$ cat src/rtl/counter_sched.sv
// Round-robin scheduler sharing one counter between N_REQ requesters: grant, clear, issue len increments, confirm, done.
// Optional WAIT watchdog with sticky err_o is built when COUNTER_SCHED_WDOG_EN is defined.
module counter_sched #(
  parameter int N_REQ = 4,
  parameter int CNT_W = 8,
  parameter int IDX_W = 2
) (
  input  logic                   clk,
  input  logic                   rst_n,
  input  logic [N_REQ-1:0]       req_i,
  input  logic [N_REQ*CNT_W-1:0] len_i,
  output logic [N_REQ-1:0]       gnt_o,
  output logic [N_REQ-1:0]       done_o,
  output logic                   busy_o,
  output logic                   err_o,
  output logic                   cnt_clr_n_o,
  output logic                   num_o,
  input  logic [CNT_W-1:0]       cnt_i,
  input  logic                   of_i
);

  typedef enum logic [2:0] {
    S_IDLE,
    S_CLEAR,
    S_RUN,
    S_WAIT,
    S_DONE
  } state_t;

  state_t             state_q;
  logic [N_REQ-1:0]   gnt_q;
  logic [N_REQ-1:0]   done_q;
  logic               num_q;
  logic               clr_n_q;
  logic [IDX_W-1:0]   ptr_q;
  logic [CNT_W-1:0]   len_q;
  logic [CNT_W-1:0]   issue_q;
  logic [CNT_W-1:0]   issue_d;

  logic               sel_found_d;
  logic [IDX_W-1:0]   sel_idx_d;
  logic [IDX_W-1:0]   cand_d;
  logic [CNT_W-1:0]   sel_len_d;
  logic [N_REQ-1:0]   sel_gnt_d;
  logic               wait_hit_d;

`ifdef COUNTER_SCHED_WDOG_EN
  logic [4:0]         wdog_q;
  logic               err_q;
`endif

  function automatic int wrap_idx(input int v);
    return (v >= N_REQ) ? v - N_REQ : v;
  endfunction

  // Search upward from ptr+1 so the last-served requester is considered last.
  always_comb begin
    sel_found_d = 1'b0;
    sel_idx_d   = '0;
    cand_d      = '0;
    sel_len_d   = '0;
    sel_gnt_d   = '0;
    for (int i = 1; i <= N_REQ; i++) begin
      cand_d = IDX_W'(wrap_idx(int'(ptr_q) + i));
      if (!sel_found_d && req_i[cand_d]) begin
        sel_found_d = 1'b1;
        sel_idx_d   = cand_d;
      end
    end
    for (int j = 0; j < N_REQ; j++) begin
      if (sel_idx_d == IDX_W'(j)) begin
        sel_len_d    = len_i[j*CNT_W +: CNT_W];
        sel_gnt_d[j] = 1'b1;
      end
    end
  end

  assign issue_d    = issue_q + 1'b1;
  assign wait_hit_d = (cnt_i == len_q) || of_i;

  always_ff @(posedge clk or negedge rst_n) begin
    if (!rst_n) begin
      state_q <= S_IDLE;
      gnt_q   <= '0;
      done_q  <= '0;
      num_q   <= 1'b0;
      clr_n_q <= 1'b1;
      ptr_q   <= IDX_W'(N_REQ - 1);
      len_q   <= '0;
      issue_q <= '0;
`ifdef COUNTER_SCHED_WDOG_EN
      wdog_q  <= '0;
      err_q   <= 1'b0;
`endif
    end else begin
      done_q <= '0;
      case (state_q)
        S_IDLE: begin
          if (sel_found_d) begin
            gnt_q   <= sel_gnt_d;
            len_q   <= sel_len_d;
            ptr_q   <= sel_idx_d;
            issue_q <= '0;
            clr_n_q <= 1'b0;
            state_q <= S_CLEAR;
          end
        end
        S_CLEAR: begin
          clr_n_q <= 1'b1;
          if (len_q != '0) begin
            num_q   <= 1'b1;
            state_q <= S_RUN;
          end else begin
            done_q  <= gnt_q;
            gnt_q   <= '0;
            state_q <= S_DONE;
          end
        end
        S_RUN: begin
          issue_q <= issue_d;
          if (issue_d == len_q) begin
            num_q   <= 1'b0;
            state_q <= S_WAIT;
`ifdef COUNTER_SCHED_WDOG_EN
            wdog_q  <= '0;
`endif
          end
        end
        // The counter output trails the last strobe by a cycle; wait for it to catch up.
        S_WAIT: begin
          if (wait_hit_d) begin
            done_q  <= gnt_q;
            gnt_q   <= '0;
            state_q <= S_DONE;
          end
`ifdef COUNTER_SCHED_WDOG_EN
          else if (wdog_q == 5'd15) begin
            err_q   <= 1'b1;
            done_q  <= gnt_q;
            gnt_q   <= '0;
            state_q <= S_DONE;
          end else begin
            wdog_q  <= wdog_q + 5'd1;
          end
`endif
        end
        S_DONE: begin
          state_q <= S_IDLE;
        end
        default: begin
          state_q <= S_IDLE;
        end
      endcase
    end
  end

  assign gnt_o       = gnt_q;
  assign done_o      = done_q;
  assign num_o       = num_q;
  assign cnt_clr_n_o = clr_n_q;
  assign busy_o      = (state_q != S_IDLE);

`ifdef COUNTER_SCHED_WDOG_EN
  assign err_o = err_q;
`else
  assign err_o = 1'b0;
`endif

endmodule
$ cat config.mk
export PLATFORM = sky130hd
export DESIGN_NAME = counter_sched
export DESIGN_NICKNAME = d
export VERILOG_FILES = /design/src/rtl/counter_sched.sv
export SDC_FILE = /design/constraint.sdc
export NUM_CORES = 1
export LEC_CHECK = 0
export CAP_MARGIN = 20
export CELL_PAD_IN_SITES_DETAIL_PLACEMENT = 0
export CELL_PAD_IN_SITES_GLOBAL_PLACEMENT = 1
export CORE_ASPECT_RATIO = 1.5
export CORE_MARGIN = 2
export CORE_UTILIZATION = 35
export DETAILED_ROUTE_END_ITERATION = 16
export PLACE_DENSITY = 0.92
export SETUP_SLACK_MARGIN = 0.02
export SYNTH_ARGS = -nofsm -noshare
export SYNTH_HDL_FRONTEND = slang
export SYNTH_SLANG_ARGS = --single-unit
$ cat constraint.sdc
create_clock -name clk -period 2.5 [get_ports clk]
set_input_delay 0.375 -clock clk [delete_from_list [all_inputs] [get_ports clk]]
set_output_delay 0.375 -clock clk [all_outputs]
set_load 0.005 [all_outputs]
==> impl_results.md, run 1 <==
* Status: completed
* I/O pins at 59
* Initial core utilization at 0.365
* Post-synthesis cell count at 196
* Post-CTS Hold Buffers at 0
* Clk_skew at 0.00353 ns
* Synth area leader: dfrtp_1
* Antenna diodes at 0
* Die ar. at 0.00601 mm^2
* Post-Syn Area at 0.00189 mm^2
* Synth Area in Simple Gates at 0.195
* Crit-path max FO at 6
* Hold slack final at 0.479 ns
* Yosys top cell area share at 0.371
* Global-route wire length before repair at 7720 um
* Final setup violating endpoints at 0
* Via count at 1703
* Clock tree buffer depth at 2
* Post-Synth XOR/XNOR Area at 0.0829
* Crit-path max cell delay at 0.46 ns
* Async S/R FF share, synth at 1.00
* Bufs and invs on worst path at 0
* Commonest cells after routing, fill and taps aside: 57 x clkdlybuf4s50_1, 28 x nand2_1, 28 x dfrtp_1, 17 x mux2i_1, 14 x nor2_1
* CTS buffer count at 5
* Final WS setup at 0.186 ns
* Largest family of logic cells by synthesized area: simple AND/OR/NAND/NOR gates
* Vias per inst at ~5.2
* Clock Sink Count at 31
* Adder-Cell Fraction of Synth Area at 0.00663
* Endpoint class of the critical path: flip-flop
* Initial drt markers at 48
* Post-CTS Resized at 0
* Worst path cell trace: ha_1, xor2_1, or4_1, a2111o_1, o32a_1
* Root Driver: clkbuf_8
* TritonRoute pass-1 iters at 4
* Post-Syn Nets at 244
* Post CTS Setup Buffer Count at 0
* Grt total ovfl at 0
* Peak VDD IR at 0.551 mV
* CTS clk-pin slew, worst paths at around 0.07 ns
* Most common cell after layout, fill and taps aside: clkdlybuf4s50_1
* Wire per inst at 14.1 um
* Max stage delay cell, worst path: dfrtp_1
* Global Route Usage Sum at 0.161
* Final ANT Viol Nets at 0
* Max Freq at 432 MHz
* Final Instance Area at 0.00264 mm^2
* Tcrit/Tclk final at 0.926
* Mean Syn Cell Area at just under 10 um^2
* Pin count of the biggest net entering global routing at 32
* Gp weighted congestion at 0.791
* Pwr dens at just under 1000 mW/mm^2
* Mux cell area share after synthesis at 0.102
* Worst setup SP type: flip-flop
* Core ar. at 0.00516 mm^2
* DRC at 0
* Worst EP arrival at roughly 2.5 ns
* Hold crit path type: reg -> reg
* Synth cell types at 47
* Placed Area at roughly 0.0026 mm^2
* EDFF count, synth at 0
* Synth Warn # at 0
* Setup TNS at 0 ns
* Synth Area in Compound Gates at 0.172
* Area contributors post-synth: dfrtp_1 37%, mux2i_1 9.0%, nand2_1 5.6%
* Pre-CTS setup slack at 0.215 ns
* Slew Viols, Final at 0
* Final min period at 2.31 ns
* TritonCTS clock tree: yes
* CTS H-tree depth at 2
* Number of global-route vias before repair at between 1500 and 2000
* RSZ-0062 raised after global routing: false
* Max-cap violations at 0
* Layout net count at ~310
* Sequential share of the synthesized area at 0.413
* Leak at about 1.1 nW
* Detailed placement HPWL at about 3600 um
* Row cnt at 32
* Worst path top cell family by delay: compound AO/OA/AOI/OAI gates
* Clock latency on the worst-skew pair at 0.28 ns
* Ys flop type: dfrtp_1
* Die Y at roughly 94 um
* Initial antenna violation count at 0
* P&R area growth vs syn at 40.1%
* Crit Path Class: reg -> reg
* Worst Path Required at about 2.7 ns
* Routed wire length at around 4600 um
* Flops & latches, synth at 31
* Port Buffers at 57
* Die width at 64.0 um
* Layout cells sized above 1 at 0.0849
* Hold Violations, Final at 0
state kept, by name (all words and copies together), names as in the netlist:
signal / flops
issue_q: 8
cnt_clr_n_o: 1
done_o: 4
gnt_o: 4
num_o: 1
ptr_q: 2
len_q: 8
state_q: 3
worst register-to-register path, stage by stage (launching register included):
cell and delay, ns:
dfrtp_1 0.46, ha_1 0.35, xor2_1 0.14, or4_1 0.46
a2111o_1 0.43, o32a_1 0.36
Yosys cell counts (2+ instances only):
| master | number |
|---|---|
| buf_2 | 2 |
| o22ai_1 | 2 |
| xnor2_1 | 5 |
| o21ai_0 | 11 |
| a22o_1 | 3 |
| or4_1 | 2 |
| mux2i_1 | 17 |
| inv_1 | 5 |
| o221ai_1 | 8 |
| mux2_2 | 2 |
| clkbuf_1 | 2 |
| a21oi_1 | 2 |
| o31ai_1 | 4 |
| nor4_1 | 4 |
| nor2_1 | 14 |
| nand2_1 | 28 |
| nand3_1 | 3 |
| dfstp_2 | 3 |
| nand2b_1 | 5 |
| and3_1 | 3 |
| a31oi_1 | 2 |
| and2_1 | 2 |
| nor3b_1 | 4 |
| nor3_1 | 2 |
| nand3b_1 | 2 |
| xor2_1 | 11 |
| dfrtp_1 | 28 |
cell families after synthesis:
group	count (synthesis)
simple gates	72
flops	31
xor+xnor	17
fa+ha+maj	1
compound gates	44
other cells	1
mux	19
buf+inv	11
layer usage:
layer	wire length (um)	global-route usage	part of all wire
met1	1900	0.198	0.41
met5	0	0	0
met3	134	0.0276	0.029
met4	55	0.0598	0.012
met2	2510	0.280	0.55
where the power goes:
group / internal, mW / switching [mW]
Clock: 0.193 / 0.199
Sequential: 0.687 / 0.229
Combinational: 0.639 / 0.608
Total: 1.52 / 1.04
per-stage QoR:
stage	utilization	instances	total power, mW
4_1_cts	0.512	327	2.57
2_1_floorplan	-	196	1.71
3_3_place_gp	0.495	319	2.15
3_5_place_dp	0.495	319	2.17
5_1_grt	0.512	327	2.77
6_report	0.512	327	2.56
area by class of cell:
cell class	count	area (um^2)
clock buffers	5	68.8
clock inverters	3	20.0
fillers	475	2520
inverters	5	18.8
multi-input cells	154	1060
flip-flops and latches	31	779
well taps	68	85.1
repair buffers	61	613
path summary, 6_finish.rpt:
path | start | to | slack (ns) | cells after the start
worst max-delay path | issue_q[0] | num_o | 0.19 | 5
worst min-delay path | state_q[2] | state_q[1] | 0.48 | 1
worst max register to register | issue_q[0] | num_o | 0.19 | 5
worst min register to register | state_q[2] | state_q[1] | 0.48 | 1
max in group asynchronous | rst_n | cnt_clr_n_o | 1.68 | 2
min in group asynchronous | rst_n | done_o[3] | 0.49 | 2
(Power assumes the default switching activity.)
==> inputs of run 2 (changes only) <==
CORE_UTILIZATION = 36   (was 35)
CTS_BUF_LIST = sky130_fd_sc_hd__clkbuf_2 sky130_fd_sc_hd__clkbuf_4 sky130_fd_sc_hd__clkbuf_8   (was unset)
PLACE_DENSITY = 0.94   (was 0.92)
==> run 2 against run 1 <==
Compared with the run above:
- non-clock buffer count is the same
- highest routed layer unchanged
- clock skew shrank 0.0016 ns
- worst hold slack lost 0.0080 ns
- worst setup slack gained 0.0098 ns
- combinational power is essentially flat
- utilization grew 0.81 points
- count of clock-buffer cells in the layout grew 2
- sequential power is essentially flat
- global-route usage grew 0.23 points
==> impl_results.md, run 2 (same netlist as run 1, synthesis figures left out) <==
* Max Freq at 434 MHz
* Hold slack final at 0.471 ns
* Most common cell after layout, fill and taps aside: clkdlybuf4s50_1
* Final Non-Filler Cells at 327
* Die width at ~63 um
* Post-CTS Hold Buffers at 0
* Core Util, Final at 0.520
* Bufs and invs on worst path at 0
* Hold Violations, Final at 0
* Root Driver: clkbuf_8
* DRC at 0
* Setup TNS at 0 ns
* Layout net count at 306
* Largest registers: issue_q (8), len_q (8)
* Final ANT Viol Nets at 0
* Hold crit path type: in -> async
* Fillers at 492
* Routed wire length at approximately 4500 um
* Final min period at 2.30 ns
* Die Y at 92.7 um
* Detailed placement HPWL at ~3500 um
* Layout cells sized above 1 at 0.0849
* Worst Path Required at between 2 and 3 ns
* Clock tree buffer depth at 2
* Antenna diodes at 0
* Slew Viols, Final at 0
* Worst path top cell family by delay: compound AO/OA/AOI/OAI gates
* Port Buffers at 57
* Worst EP arrival at approximately 2.5 ns
* RSZ-0062 raised after global routing: false
* Pre-CTS setup slack at just over 0.2 ns
* Global-route wire length before repair at ~7600 um
* CTS H-tree depth at 2
* Seq. cell area at about 800 um^2
* Global Route Usage Sum at 0.164
* Post CTS Setup Buffer Count at 0
* Peak VDD IR at 0.544 mV
* Crit-path max FO at 6
* Clock Sink Count at 31
* Initial core utilization at 0.371
* Crit-path max cell delay at ~0.46 ns
* Placed Area at 0.00255 mm^2
* Clock latency on the worst-skew pair at between 0.2 and 0.3 ns
* Gp weighted congestion at between 0.7 and 0.8
* Final Instance Area at 0.00264 mm^2
* Grt total ovfl at 0
* P&R area growth vs syn at 40.1%
* Crit Path Class: reg -> reg
* Initial drt markers at 47
* Cell count after placement at 319
* Multi-input gate area at between 0.001 and 0.0015 mm^2
* Endpoint class of the critical path: flip-flop
* Vias per inst at just over 5
* Wire per inst at 13.6 um
* Number of global-route vias before repair at 1653
* Post-CTS Resized at 0
* Initial antenna violation count at 0
* Pin count of the biggest net entering global routing at 32
* Core ar. at 0.00508 mm^2
* Pwr dens at 969 mW/mm^2
* Worst path cell trace: ha_1, xor2_1, or4_1, a2111o_1, o32a_1
* CTS clk-pin slew, worst paths at 0.06 ns
* Max-cap violations at 0
* TritonRoute pass-1 iters at 4
* Tot Pwr at 2.56 mW
* Row cnt at 32
* Via count at 1678
* Final setup violating endpoints at 0
* Worst setup SP type: flip-flop
* I/O pins at 59
* Final WS setup at 0.196 ns
* Tcrit/Tclk final at 0.922
* Commonest cells after routing, fill and taps aside: 57 x clkdlybuf4s50_1, 28 x nand2_1, 28 x dfrtp_1, 17 x mux2i_1, 14 x nor2_1
* CTS buffer count at 5
* Die ar. at 0.00585 mm^2
* Max stage delay cell, worst path: dfrtp_1
* TritonCTS clock tree: yes
* Leak at 1.13 nW
* Status: completed
* Clk_skew at approximately 0.0019 ns
[run 2: changes by cell type in the layout (fill, tap and decap cells not counted), sizes merged]
cell      before  now
clkinvlp       2    0
clkbuf         5    7
[run 2: path summary, 6_finish.rpt]
path,startpoint,to,slack (ns),depth (start not counted)
max in group asynchronous,rst_n,cnt_clr_n_o,1.69,2
setup / recovery,issue_q[0],num_o,0.20,5
hold / removal,rst_n,gnt_o[3],0.47,2
setup reg to reg,issue_q[0],num_o,0.20,5
min in group clk,state_q[2],state_q[1],0.48,1
hold reg to reg,state_q[2],state_q[1],0.48,1
[run 2: layout make-up]
cell class,instances,share of cell area
Tap cell,68,0.0322
Timing Repair Buffer,61,0.232
Sequential cell,31,0.295
Inverter,5,0.00710
Multi-Input combinational cell,154,0.400
Clock inverter,1,0.00189
Clock buffer,7,0.0317
[run 2: routing by layer]
metal / vias up / track usage / part of all wire
li1: 841 / - / -
met1: 793 / 0.190 / 0.43
met2: 36 / 0.289 / 0.52
met3: 8 / 0.0279 / 0.030
met4: 0 / 0.0778 / 0.022
met5: - / 0 / 0
[run 2: power breakdown]
part / internal (mW) / total, mW / switching (mW)
combinational: 0.639 / 1.24 / 0.602
sequential: 0.687 / 0.917 / 0.230
clock: 0.217 / 0.404 / 0.188
total: 1.54 / 2.56 / 1.02
==> inputs of run 3 (changes only) <==
GPL_ROUTABILITY_DRIVEN = 0   (was unset)
==> results of run 3 <==
The final DEF is identical to that of run 2; final timing and power are the same.
